===== src/rtl/overlay_io_ctrl.sv =====
// overlay_io_ctrl: parametrised serial <-> parallel I/O controller for the
// PE-array overlay. Gathers PE_NUM serial words into a broadcast lane bus,
// pulses the array, captures its parallel result and drains it serially
// over a valid/ready handshake.
// Optional feature macro: DRAIN_MASK_EN (adds drain_mask lane selection).
module overlay_io_ctrl #(
    parameter int DATA_W = 32,
    parameter int PE_NUM = 8
) (
    input  logic                     clk,
    input  logic                     rst,
    input  logic                     ce,
    input  logic                     s_in_v,
    input  logic [DATA_W-1:0]        s_in,
    output logic                     s_in_rdy,
    output logic                     pe_in_v,
    output logic [PE_NUM*DATA_W-1:0] pe_in,
    input  logic                     pe_out_v,
    input  logic [PE_NUM*DATA_W-1:0] pe_out,
`ifdef DRAIN_MASK_EN
    input  logic [PE_NUM-1:0]        drain_mask,
`endif
    output logic                     m_out_v,
    output logic [DATA_W-1:0]        m_out,
    output logic                     m_out_last,
    input  logic                     m_out_rdy,
    output logic                     err
);

    localparam int CNT_W = $clog2(PE_NUM);

    typedef enum logic [1:0] {FILL, ISSUE, WAIT, DRAIN} state_t;

    state_t             state_q, state_d;
    logic [CNT_W-1:0]   cnt_q, cnt_d;
    logic [DATA_W-1:0]  lane_in_q  [PE_NUM];
    logic [DATA_W-1:0]  lane_in_d  [PE_NUM];
    logic [DATA_W-1:0]  lane_out_q [PE_NUM];
    logic [DATA_W-1:0]  lane_out_d [PE_NUM];
    logic [DATA_W-1:0]  pe_out_lane [PE_NUM];
    logic               err_q, err_d;
    logic [PE_NUM-1:0]  capture_mask;
    logic [PE_NUM-1:0]  lane_mask;
    logic [CNT_W:0]     nxt_lane;
    logic [CNT_W:0]     first_lane;

    // Lane packing between flat buses and per-lane arrays
    for (genvar gi = 0; gi < PE_NUM; gi++) begin : g_lane
        assign pe_out_lane[gi]                 = pe_out[gi*DATA_W +: DATA_W];
        assign pe_in[gi*DATA_W +: DATA_W]      = lane_in_q[gi];
    end

`ifdef DRAIN_MASK_EN
    logic [PE_NUM-1:0] mask_q, mask_d;
    assign capture_mask = drain_mask;
    assign lane_mask    = mask_q;

    // Drain mask register, sampled together with the result capture
    always_ff @(posedge clk or negedge rst) begin
        if (!rst) mask_q <= '0;
        else      mask_q <= mask_d;
    end
`else
    assign capture_mask = '1;
    assign lane_mask    = '1;
`endif

    // Lowest enabled lane at or above 'from'; MSB flags that one exists
    function automatic logic [CNT_W:0] find_lane(input logic [PE_NUM-1:0] mask,
                                                 input int from);
        logic [CNT_W:0] r;
        r = '0;
        for (int i = PE_NUM - 1; i >= 0; i--) begin
            if (mask[i] && (i >= from)) r = {1'b1, CNT_W'(i)};
        end
        return r;
    endfunction

    // State, counter, lane registers and sticky error
    always_ff @(posedge clk or negedge rst) begin
        if (!rst) begin
            state_q <= FILL;
            cnt_q   <= '0;
            err_q   <= 1'b0;
            for (int i = 0; i < PE_NUM; i++) begin
                lane_in_q[i]  <= '0;
                lane_out_q[i] <= '0;
            end
        end else begin
            state_q    <= state_d;
            cnt_q      <= cnt_d;
            err_q      <= err_d;
            lane_in_q  <= lane_in_d;
            lane_out_q <= lane_out_d;
        end
    end

    // Next-state and output decode; ce=0 leaves every register untouched
    always_comb begin
        state_d    = state_q;
        cnt_d      = cnt_q;
        err_d      = err_q;
        lane_in_d  = lane_in_q;
        lane_out_d = lane_out_q;
`ifdef DRAIN_MASK_EN
        mask_d     = mask_q;
`endif
        s_in_rdy   = 1'b0;
        pe_in_v    = (state_q == ISSUE);
        m_out_v    = (state_q == DRAIN);
        m_out      = lane_out_q[cnt_q];
        nxt_lane   = find_lane(lane_mask, int'(cnt_q) + 1);
        first_lane = find_lane(capture_mask, 0);
        m_out_last = (state_q == DRAIN) && !nxt_lane[CNT_W];

        if (ce) begin
            // A result strobe outside WAIT is a protocol violation
            if (pe_out_v && (state_q != WAIT)) err_d = 1'b1;

            case (state_q)
                FILL: begin
                    s_in_rdy = 1'b1;
                    if (s_in_v) begin
                        lane_in_d[cnt_q] = s_in;
                        if (cnt_q == CNT_W'(PE_NUM - 1)) begin
                            cnt_d   = '0;
                            state_d = ISSUE;
                        end else begin
                            cnt_d = cnt_q + CNT_W'(1);
                        end
                    end
                end
                ISSUE: state_d = WAIT;
                WAIT: begin
                    if (pe_out_v) begin
                        lane_out_d = pe_out_lane;
`ifdef DRAIN_MASK_EN
                        mask_d     = capture_mask;
`endif
                        // Empty selection skips the drain entirely
                        if (first_lane[CNT_W]) begin
                            cnt_d   = first_lane[CNT_W-1:0];
                            state_d = DRAIN;
                        end else begin
                            cnt_d   = '0;
                            state_d = FILL;
                        end
                    end
                end
                DRAIN: begin
                    if (m_out_rdy) begin
                        if (nxt_lane[CNT_W]) begin
                            cnt_d = nxt_lane[CNT_W-1:0];
                        end else begin
                            cnt_d   = '0;
                            state_d = FILL;
                        end
                    end
                end
                default: state_d = FILL;
            endcase
        end
    end

    assign err = err_q;

endmodule


===== config.mk =====
export PLATFORM = sky130hd
export DESIGN_NAME = overlay_io_ctrl
export DESIGN_NICKNAME = d
export VERILOG_FILES = /design/src/rtl/overlay_io_ctrl.sv
export SDC_FILE = /design/constraint.sdc
export NUM_CORES = 1
export LEC_CHECK = 0
export BUFFER_PORTS_ARGS = -buffer_cell sky130_fd_sc_hd__buf_4
export CAP_MARGIN = 10
export CORE_AREA = 2 2 228 230
export DETAILED_ROUTE_END_ITERATION = 10
export DIE_AREA = 0 0 230 232
export PLACE_DENSITY = 0.8
export REMOVE_ABC_BUFFERS = 1
export SLEW_MARGIN = 5
export SYNTH_ARGS = -nofsm -noshare
export SYNTH_HDL_FRONTEND = slang
export SYNTH_SLANG_ARGS = --single-unit
export TNS_END_PERCENT = 1

===== constraint.sdc =====
create_clock -name clk -period 1.71 [get_ports clk]
set_input_delay 0.171 -clock clk [delete_from_list [all_inputs] [get_ports clk]]
set_output_delay 0.171 -clock clk [all_outputs]
set_load 0.01 [all_outputs]

After elaboration in Yosys (flattened, before gate mapping)

Cells that the tools add are included.

Word-level logic and storage cells: 81
Input bits: 294
Flip-flop bits (word level): 518
Output and inout port bits: 293

Equal/unequal tests: 10
$add $sub $neg: 2
Reductions and logical operators: 11
Bitwise logic cells: 1
Order comparisons: 10
Muxes and demuxes: 28

Operator list:

| cell                                                                          | count |
|---|---|
| 256-bit bitwise mux                                                           | 1 |
| 32-bit binary-select mux with 3-bit select                                    | 1 |
| 32-bit demux with 3-bit select                                                | 1 |
| 32-bit two-way mux                                                            | 3 |
| 4-bit two-way mux                                                             | 8 |
| 3-bit by 4-bit >= comparator with 1-bit output (first input constant)         | 4 |
| 3-bit two-way mux                                                             | 5 |
| 2-bit two-way mux                                                             | 5 |
| 2-bit inequality test (second input constant)                                 | 5 |
| 3-bit one-hot mux with 3 select lines                                         | 1 |
| 1-bit by 4-bit >= comparator with 1-bit output (first input constant)         | 2 |
| 2-bit by 4-bit >= comparator with 1-bit output (first input constant)         | 2 |
| 2-bit one-hot mux with 4 select lines                                         | 1 |
| 3-bit AND reduction                                                           | 2 |
| 6-bit AND reduction                                                           | 1 |
| 5-bit AND reduction                                                           | 1 |
| 3-bit by 1-bit adder with 4-bit output (second input constant)                | 1 |
| 2-bit equality test (second input constant)                                   | 2 |
| 4-bit >= comparator (second input constant)                                   | 1 |
| 4-bit by 1-bit less-than comparator with 1-bit output (second input constant) | 1 |
| 3-bit NOT with 4-bit output                                                   | 1 |
| 3-bit by 1-bit adder with 3-bit output (second input constant)                | 1 |
| 3-bit equality test (second input constant)                                   | 1 |
| 1-bit logical AND                                                             | 3 |
| other kinds (7)                                                               | 8 |

Logic depth before layout (Yosys ltp)

Word-level depth: 13
Depth in mapped cells: 8
Gate-level depth less buffers: 6

Least setup slack after synthesis

No wires, ideal clock.

Kind: register to register
Start point: register state_q[0]
End point: register lane_in_q (netlist bit pe_in[34])
Period minus slack after synthesis: 1943 ps
Arrival: 1818 ps
Required time: 1585 ps
Slack: -233 ps
Cell stages (with the launch flop): 9
Path through: dfrtp_1 > inv_1 > ha_1 > and2_1 > buf_2 > nand2_4 > nor4_4 > buf_4 > mux2_2

Cells in the longest elaborated chain, start to end: 2

Ends and longest elaborated chain:

| item                          | line | source |
|---|---|---|
| start, declared               | 34   | `state_t state_q, state_d;` |
| start signal, assigned        | 90   | `state_q <= state_d;` |
| 2-bit logical NOT             | 120  | `case (state_q)` |
| 3-bit AND reduction (no line) | -    |  |
| end signal, assigned          | 93   | `lane_in_q <= lane_in_d;` |
| end, declared                 | 36   | `logic [DATA_W-1:0] lane_in_q [PE_NUM];` |

No other way between the ends.
A chain may end at the register's enable or synchronous reset.

Worst setup path in the final report

Start point: register cnt_q[2]
End point: output m_out[11]

Cells in the longest elaborated chain, start to end: 4

Ends and longest elaborated chain:

| item                                                   | line | source |
|---|---|---|
| start, declared                                        | 35   | `logic [CNT_W-1:0] cnt_q, cnt_d;` |
| start signal, assigned                                 | 91   | `cnt_q <= cnt_d;` |
| 3-bit NOT with 4-bit output (not written as such)      | 111  | `m_out = lane_out_q[cnt_q];` |
| 32-bit binary-select mux with 3-bit select             | 111  |  |
| 32-bit two-way mux (not written as such) (2 in series) | 111  |  |
| end, declared                                          | 24   | `output logic [DATA_W-1:0] m_out,` |

No other way between the ends. The select of a mux whose other input is x is not followed.

==> metrics <==
global-route wire length before repair 120200 um; cell with the most instances after synthesis mux2_2; Yosys top cell area share 60.19%; Syn Std Cell Area 21540 sq um; Max FO, Critical Path 6; asr flop ratio synth 100.0%; # DRC 0; slowest stage delay, CP 760 ps; Total Routing Usage GR 29.67%; Worst Setup End Kind output pin; final setup TNS -96040 ps; mean routed wirelength per cell 27.18 um; dpl cell area 27830 sq um; slowest library cell on the worst path a221oi_1; Final Routed Wirelength 85330 um; P_int 39.27 mW; # H-tree levels 2; CP Data Arrival Time 2780 ps; RSZ-0062 raised after global routing true; Synth Area per Inst 15.48 sq um; drt pass-1 iters 5; Post-synth top cells 521 x mux2_2, 518 x dfrtp_1, 48 x a221oi_1; Rel. slew slack 40.50%; final period utilization 172.5%; design area 33630 sq um; core area 50890 sq um; RR Startpoint cnt_q[2]; Area Growth Syn to Fin 56.16%; worst slack, placed -321.0 ps; Inst Count DP 2714; Critical Path, Cell by Cell buf_8 -> inv_8 -> buf_4 -> nor2_4 -> a221oi_1 -> o22ai_1 -> buf_4; CP Launch Type flip-flop; routed vias 17.60k; root buffer cell clkbuf_16; Final WS setup -1240 ps; worst min path class in2async; Initial DRC Count 1330; PwrDens 1820 nW/um^2; Crit Path Class reg2out; Die W 230 um; Synth area leaders dfrtp_1 60%, mux2_2 27%, a221oi_1 2.0%; Post-Layout Cell Count 3139; cells after synthesis 1391; die height 232 um; Clk network pwr share 19.6%; ys flop type dfrtp_1; post-synth top area cell dfrtp_1; min Tclk post-route 2950 ps; CTS sink count 518; Yosys cell types 42; nets@finish 2706; cell row count 83; Static Leakage 16.05 nW; CTS tree done; Slew Limit Fails 0; Crit path top cell by count buf_4; number of global-route vias before repair 19.48k; # IOs 587; largest net degree at the start of global routing 70; Final setup viols 457; failing checks negative setup slack; maxcap violations 0; kind of cell adding the most delay to the critical path compound AO/OA/AOI/OAI gates; register area share after synthesis 60.19%; NetSw 21.95 mW; CTS Buffer Depth 3; final hold violation count 0; gp weighted congestion 0.9381; die area 53360 sq um; Sequential Power Share 35.3%; Finished Core Util 66.09%; Critical Path Start cnt_q[2]; cts bufs inserted 54; EDFF count, synth 0; Synth Warn # 0; post-route ant nets 0; clk slew on worst S/H paths 60 ps; Highest Clock Rate 0.3390 GHz; Vias/cell 5.608; grt total ovfl 0; Yosys reg bits 518; initial antenna violation count 9; Worst Tran Pin Value 892.4 ps; share of layout cells above drive strength 1 59.74%; WP buf/inv 4; outcome finished, violations left; Worst EP required 1540 ps; Initial Util 42.32%; HPWL after detailed placement 49080 um; Max VDD drop 0.001328 V; IO Port Bufs 586; Comb pwr share 45.1%; Clk Latency, worst-skew pair 630 ps; worst clock skew 37.57 ps; Net Sw Frac 35.85%
[power by group through the flow]
stage | Clock, mW | Combinational [mW] | Sequential [mW]
final | 12.0 | 27.6 | 21.6
after global routing | 12.6 | 28.6 | 22.0
after CTS | 11.9 | 24.3 | 20.9
after detailed placement | 0 | 22.7 | 20.9
after global placement | 0 | 22.2 | 20.6
after floorplan | 0 | 9.93 | 21.4
[kinds of logic after synthesis]
group                    Yosys count  synth area share, %
AND/OR/NAND/NOR                   57                1.673
AO/OA/AOI/OAI                    124                4.369
multiplexers                     587                30.65
adder cells (fa/ha/maj)            8               0.4648
flip-flops                       518                60.19
buffers and inverters             97                2.655
[state kept, by name, summed over array words and instances (netlist names)]
register and count:
cnt_q 3, err 1, lane_out_q 256, pe_in 256, state_q 2
[final timing paths]
kind | end | slack [ps] | cells past startpoint
min in group clk | cnt_q[1] | 110 | 4
max reg2reg | pe_in[205] | -360 | 7
min reg2reg | err | 480 | 1
max | m_out[11] | -1240 | 7
max in group asynchronous | pe_in[131] | 800 | 4
min | lane_out_q[53] | 80 | 2
[worst register-to-register path, cell delays in order, from the launching register on]
cell and delay (ps):
dfrtp_4 530, buf_8 170, inv_8 50, buf_4 150, nor3_4 160, and3_4 240, buf_16 220, mux2_2 440
[area by class of cell]
type,count,area [sq um]
repair buffers,1046,9286
fillers,3213,17260
clock buffers,84,1644
diodes,10,25.02
inverters,8,37.54
well taps,680,850.8
flip-flops and latches,518,12970
multi-input cells,776,8655
clock inverters,17,163.9
[per-stage QoR]
step	total power, mW	hold slack (ps)
after floorplan	31.37	-124.6
after global placement	42.71	123.6
after detailed placement	43.60	125.5
after CTS	57.14	58.40
after global routing	63.24	96.99
final	61.21	82.69
[routing by layer]
metal / GRT usage, % / share of wire [%] / vias up
li1: - / - / 7132
met1: 32.87 / 34 / 8908
met2: 50.72 / 49 / 1170
met3: 8.620 / 9.2 / 388
met4: 17.70 / 7.4 / 6
met5: 0 / 0.046 / -
[what timing repair did]
action                                 CTS  global route
pin swaps                               15            29
cloned                                   2             1
hold buffers                           291             0
buffers inserted                         3            18
endpoints found under the hold margin  880             0
setup endpoints to repair              542           550
gates resized for setup                 58           137
[layout by cell type (no fill, tap or decap), types with 12 or more instances in the layout]
cell	n
mux2_4	36
clkbuf_16	55
mux2i_1	33
buf_6	30
clkbuf_8	18
buf_4	677
mux2_2	486
a221oi_2	28
dfrtp_1	515
clkbuf_1	12
dlygate4sd3_1	291
a221oi_1	15
mux2_1	28
buf_12	37
(Power assumes the default switching activity.)
